## config.mk

```make
export PLATFORM = sky130hd
export DESIGN_NAME = mem_arbiter
export DESIGN_NICKNAME = d
export VERILOG_FILES = /design/src/rtl/mem_arb_pkg.sv /design/src/rtl/arb_pick.sv /design/src/rtl/mem_arbiter.sv
export SDC_FILE = /design/constraint.sdc
export NUM_CORES = 1
export LEC_CHECK = 0
export ABC_AREA = 0
export BUFFER_PORTS_ARGS = -buffer_cell sky130_fd_sc_hd__buf_2
export CORE_MARGIN = 2
export CORE_UTILIZATION = 45
export CTS_BUF_LIST = sky130_fd_sc_hd__clkbuf_8
export DETAILED_ROUTE_END_ITERATION = 12
export PLACE_DENSITY = 0.83
export SYNTH_ARGS = -nofsm -noshare
export SYNTH_HDL_FRONTEND = slang
export SYNTH_SLANG_ARGS = --single-unit
```

## constraint.sdc

```tcl
create_clock -name clk -period 4.9 [get_ports clk]
set_clock_uncertainty 0.15 [all_clocks]
set_input_delay 0.98 -clock clk [delete_from_list [all_inputs] [get_ports clk]]
set_output_delay 0.98 -clock clk [all_outputs]
set_load 0.02 [all_outputs]
```

## src/rtl/mem_arb_pkg.sv

```systemverilog
// Types shared by the memory arbiter: FSM states and grant identifiers.
// Pure type/constant package; no logic, no latency, no backpressure.
// Feature macro ARB_ROUND_ROBIN_EN changes how these grants are chosen, not the types.
package mem_arb_pkg;

  typedef enum logic [1:0] {
    IDLE = 2'd0,
    BUSY = 2'd1,
    RESP = 2'd2
  } state_t;

  typedef enum logic {
    GNT_I = 1'b0,
    GNT_D = 1'b1
  } gnt_t;

  localparam logic [3:0] MASK_ALL = 4'b1111;

endpackage

```

## src/rtl/arb_pick.sv

```systemverilog
// Winner selector between instruction and data requesters (ARB_ROUND_ROBIN_EN selects alternation).
// Latency: purely combinational, zero cycles.
// Backpressure: none; the caller decides when the pick is consumed.
module arb_pick
  import mem_arb_pkg::*;
(
  input  logic i_req,
  input  logic d_req,
  input  gnt_t last_gnt,
  output logic gnt_vld,
  output gnt_t gnt
);

  assign gnt_vld = i_req | d_req;

`ifdef ARB_ROUND_ROBIN_EN
  always_comb begin
    gnt = GNT_I;
    if (i_req && d_req) begin
      // On contention hand the grant to whoever did not win last time.
      gnt = (last_gnt == GNT_D) ? GNT_I : GNT_D;
    end else if (d_req) begin
      gnt = GNT_D;
    end
  end
`else
  logic unused_last_gnt;
  assign unused_last_gnt = last_gnt;
  assign gnt = d_req ? GNT_D : GNT_I;
`endif

endmodule

```

## src/rtl/mem_arbiter.sv

```systemverilog
// Shares one memory port between instruction fetch and data access (ARB_ROUND_ROBIN_EN: alternate on contention).
// Latency: m_req one cycle after the request, x_valid one cycle after m_valid.
// Backpressure: requests are held off while a transaction is in flight (BUSY/RESP).
module mem_arbiter
  import mem_arb_pkg::*;
#(
  parameter int ADDR_W = 32,
  parameter int DATA_W = 32
) (
  input  logic              clk,
  input  logic              rst,
  input  logic              i_req,
  input  logic [ADDR_W-1:0] i_addr,
  output logic              i_valid,
  output logic [DATA_W-1:0] i_rdata,
  input  logic              d_req,
  input  logic              d_we_re,
  input  logic [3:0]        d_mask,
  input  logic [ADDR_W-1:0] d_addr,
  input  logic [DATA_W-1:0] d_wdata,
  output logic              d_valid,
  output logic [DATA_W-1:0] d_rdata,
  output logic              m_req,
  output logic              m_we_re,
  output logic [3:0]        m_mask,
  output logic [ADDR_W-1:0] m_addr,
  output logic [DATA_W-1:0] m_wdata,
  input  logic              m_valid,
  input  logic [DATA_W-1:0] m_rdata
);

  state_t state;
  gnt_t   gnt_q;
  gnt_t   pick_gnt;
  gnt_t   pick_last;
  logic   pick_vld;

`ifdef ARB_ROUND_ROBIN_EN
  assign pick_last = gnt_q;
`else
  assign pick_last = GNT_I;
`endif

  arb_pick u_pick (
    .i_req    (i_req),
    .d_req    (d_req),
    .last_gnt (pick_last),
    .gnt_vld  (pick_vld),
    .gnt      (pick_gnt)
  );

  always_ff @(posedge clk or negedge rst) begin
    if (!rst) begin
      state   <= IDLE;
      gnt_q   <= GNT_I;
      m_req   <= 1'b0;
      m_we_re <= 1'b0;
      m_mask  <= '0;
      m_addr  <= '0;
      m_wdata <= '0;
      i_valid <= 1'b0;
      i_rdata <= '0;
      d_valid <= 1'b0;
      d_rdata <= '0;
    end else begin
      case (state)
        IDLE: begin
          if (pick_vld) begin
            gnt_q <= pick_gnt;
            m_req <= 1'b1;
            state <= BUSY;
            if (pick_gnt == GNT_D) begin
              m_we_re <= d_we_re;
              m_mask  <= d_mask;
              m_addr  <= d_addr;
              m_wdata <= d_wdata;
            end else begin
              // Fetches are always full-word reads.
              m_we_re <= 1'b0;
              m_mask  <= MASK_ALL;
              m_addr  <= i_addr;
              m_wdata <= '0;
            end
          end
        end
        BUSY: begin
          if (m_valid) begin
            m_req <= 1'b0;
            state <= RESP;
            if (gnt_q == GNT_D) begin
              d_rdata <= m_rdata;
              d_valid <= 1'b1;
            end else begin
              i_rdata <= m_rdata;
              i_valid <= 1'b1;
            end
          end
        end
        RESP: begin
          i_valid <= 1'b0;
          d_valid <= 1'b0;
          state   <= IDLE;
        end
        default: state <= IDLE;
      endcase
    end
  end

endmodule

```

* After elaboration in Yosys (flattened, before gate mapping) *
Cells that the tools add are included.

word-level totals
  flip-flop bits (word level) = 139
  bits of input ports = 138
  output and inout bits = 136
  word-level logic and storage cells = 46

cells by class
  equality and inequality tests = 6
  mux-type cells = 17
  bitwise operators = 2
  reduce and logical (&&, ||, !) cells = 10

operators by type and width
  operator                                                          number
  32-bit 2-to-1 mux                                                 2
  3-bit AND reduction                                               5
  1-bit 2-to-1 mux                                                  8
  2-bit inequality test (second input constant)                     4
  1-bit one-hot mux with 2 select lines                             3
  2-bit 2-to-1 mux                                                  2
  4-bit 2-to-1 mux                                                  1
  2-bit one-hot mux with 2 select lines                             1
  2-bit AND reduction                                               2
  2-bit nonzero test                                                2
  2-bit by 1-bit == test with 1-bit output (second input constant)  1
  2-bit == test (second input constant)                             1
  2-bit logical NOT                                                 1
  1-bit inverter                                                    1
  1-bit OR                                                          1

* Longest topological paths before layout *
  depth in word-level cells = 3
  mapped depth = 5
  mapped depth without buffers = 4

* Hierarchy *
From an unflattened synthesis, not the netlist that was laid out.

unflattened totals
  cell total of the unflattened synthesis = 415
  area, all modules = 6020.8 um2

by module, submodules not included
  module       instances  cells each  area each (um2)
  mem_arbiter  1          413         6007.0
  arb_pick     1          2           13.8

* Worst setup path before layout *
OpenSTA, ideal clock, no wires.

  path kind = input-to-reg
  start = in d_req
  end = reg m_addr[2]
  arrival = 1949 ps
  required time = 4625 ps
  slack = 2676 ps
  cell stages on the path = 4
  cells stage by stage = buf_2 buf_2 mux2_2 mux2_2

between the ends
  longest elaborated chain between the ends = 2
  elaborated cells on any way between the ends = 4

ends and longest elaborated chain
  what                                                             RTL line                        RTL
  from (decl)                                                      mem_arbiter.sv:16               input logic d_req,
  1-bit 2-to-1 mux / 1-bit OR (equally long branches)              arb_pick.sv:29, arb_pick.sv:14
  32-bit 2-to-1 mux / 2-bit AND reduction (equally long branches)  n/a
  to (signal assigned)                                             mem_arbiter.sv:75               m_addr <= d_addr;
  to (signal assigned)                                             mem_arbiter.sv:81               m_addr <= i_addr;
  to (decl)                                                        mem_arbiter.sv:26               output logic [ADDR_W-1:0] m_addr,

Several ways; a longest one is shown, not always the timed one.
A chain may end at the register's enable or synchronous reset.

* Worst setup path in the final report *
Same ends and word-level chain as after synthesis.

==> results.tsv <==
stage	metric	value	unit
final_layout	Fill cells	966	
global_route	first-pass GRT wire length	22300	um
final_layout	commonest non-fill, non-tap cell in the layout	buf_2	
power_and_ir_drop	worst vdd ir	0.000381	V
synth	Yosys reg bits	139	
final_layout	share of layout cells above drive strength 1	0.700	
place	DP Worst Slack	1.64	ns
timing	worst slew pin tran	1.20	ns
place	PortBufs	273	
floorplan	Core Box Area	12600	um^2
synth	Synth area leader	dfrtp_1	
clock_network	CTS Buf Count	17	
clock_network	CTS tree	built	
setup_path	crit path kind	input port to flop	
synth	Synth Area per Inst	16.8	um^2
global_route	initial antenna violation count	0	
timing	min Tclk post-route	2.83	ns
floorplan	die span in y	117	um
detailed_routing	Iteration-0 DRC Markers	163	
place	routability congestion estimate	0.870	
clock_network	CTS max path bufs	2	
timing	Fmax achieved	354	MHz
detailed_routing	DRC viols	0	
timing	Final WS setup	2.07	ns
timing	final count of pins violating max slew	0	
floorplan	Initial Util	0.460	
clock_network	worst skew pair latency	0.43	ns
hold_path	class of the worst hold path	flop to flop	
global_route	GRT Resource Usage Total	0.207	
final_layout	most frequent cells in the layout	272 x buf_2, 139 x dfrtp_1, 73 x mux2_2	
timing	hold_ws	0.333	ns
clock_network	Setup Fix Bufs, Post-CTS	0	
power_and_ir_drop	pwr/cell area	735	nW/um^2
synth	Post-Syn Area	5780	um^2
place	Detailed Place HPWL	10100	um
timing	RSZ-0062 raised after global routing	false	
clock_network	TritonCTS sink count	139	
setup_path	Required @ worst endpoint	5.07	ns
final_layout	fin util	0.606	
timing	Final setup violation count	0	
detailed_routing	Via Count	3962	
detailed_routing	final WL	13800	um
floorplan	die width	117	um
synth	syn nets	482	
global_route	largest net degree at the start of global routing	70	
floorplan	DIE AREA	13800	um^2
synth	yosys synthesis warning count	0	
final_layout	# nets final	756	
outcome	status	finished, final reports clean	
detailed_routing	DR vias/cell	4.94	
detailed_routing	Initial DRT Pass Iterations	4	
floorplan	FP Rows	41	
clock_network	PostCTS Resize Cnt	0	
timing	Total Neg Setup Slack	0	ns
flow_run	max-cap violations	0	
clock_network	H-tree depth	4	
final_layout	antenna fix cells	0	
detailed_routing	wire length per cell	17.2	um
setup_path	Arr. time, crit path	2.99	ns
synth	Unique masters post-synth	22	
setup_path	crit-path max FO	36	
timing	Hold Fails Final Rpt	0	
power_and_ir_drop	static leakage	3.98	nW
synth	sequential fraction of the synthesis area	0.602	
synth	post-synth top area share	0.602	
timing	Final period util	0.577	
setup_path	Startpoint Class	input port	
final_layout	P&R area growth vs syn	31.8	%
clock_network	# hold bufs at CTS	0	
clock_network	Worst-path clk slew	0.07	ns
clock_network	clk root buf	clkbuf_8	
synth	Synth area leaders	dfrtp_1 60%, mux2_4 14%, mux2_2 14%, a22o_1 5.0%, buf_6 1.4%	
floorplan	Top Ports	274	
setup_path	Worst setup EP type	flop	
timing	Slew headroom	0.200	
power_and_ir_drop	Final Power	5.60	mW
global_route	vias in the first global route	4276	
detailed_routing	antenna viol nets, final	0	
global_route	GRT Residual Overflow	0	
synth	Gate Count Post-Synth	344	
## layer usage
| metal | vias up | GRT usage | part of all wire | wire length, um |
|---|---|---|---|---|
| met5 | - | 0 | 0 | 0 |
| met4 | 0 | 0.0730 | 0.018 | 251 |
| met3 | 21 | 0.0739 | 0.069 | 947 |
| met2 | 187 | 0.361 | 0.52 | 7160 |
| met1 | 1959 | 0.234 | 0.39 | 5460 |
| li1 | 1795 | - | - | - |
## cells in the mapped netlist
library cell    n
nand2_1         6
nand3b_4        1
dfrtp_1       139
mux2_4         55
nor2_2          1
buf_2           8
o21ai_2         1
o21ai_0         1
mux2_2         73
buf_4           3
a22o_1         33
a21o_1          2
nor2_4          1
buf_12          2
inv_2           1
nand2_4         1
o22a_1          4
and2_1          1
buf_8           1
o21a_1          1
buf_6           7
nand2b_1        2
## worst max-delay path: stages
cell and delay, ns:
buf_2 0.59, o21a_2 0.98, mux2_2 0.42
## sequential cells by signal, summed over array words and instances, names as in the netlist
name	flops
state	2
gnt_q	1
m_we_re	1
i_rdata	32
m_mask	4
d_rdata	32
d_valid	1
i_valid	1
m_addr	32
m_req	1
m_wdata	32
## layout make-up
type                    instances  area, um^2  area share
clock buffers                  18         248      0.0325
clock inverters                13         176      0.0232
inverters                       1        3.75    0.000493
multi-input cells             183        2100       0.276
flip-flops and latches        139        3480       0.457
well taps                     172         215      0.0283
repair buffers                276        1400       0.183
## path summary, 6_finish.rpt
kind / from / end / slack [ns] / cells past startpoint
setup / recovery: d_req / m_addr[2]$_DFFE_PN0P_ / 2.07 / 3
hold / removal: d_valid$_DFFE_PN0P_ / d_valid$_DFFE_PN0P_ / 0.33 / 2
setup reg to reg: state[0]$_DFFE_PN0P_ / m_addr[2]$_DFFE_PN0P_ / 2.61 / 3
hold reg to reg: d_valid$_DFFE_PN0P_ / d_valid$_DFFE_PN0P_ / 0.33 / 2
max in group asynchronous: rst / d_rdata[25]$_DFFE_PN0P_ / 3.29 / 2
min in group asynchronous: rst / m_addr[5]$_DFFE_PN0P_ / 0.38 / 1
## cell families (layout without fill, tap and decap cells)
family,count (synthesis),in the layout,synth area share
DFF,139,139,0.602
muxes,128,128,0.285
AOI/OAI and AO/OA,42,42,0.0624
buffers and inverters,22,308,0.0347
and+or+nand+nor,13,13,0.0156
## power by group
part	internal, mW	leakage [nW]	switching, mW
combinational	1.15	2.10	1.40
sequential	1.73	1.67	0.336
clock	0.561	0.215	0.421
## through the flow
stage               instance area (um^2)  instances
floorplan                           5780        344
global placement                    7190        771
detailed placement                  7190        771
CTS                                 7620        802
global route                        7620        802
finish                              7620        802
(Power assumes the default switching activity.)
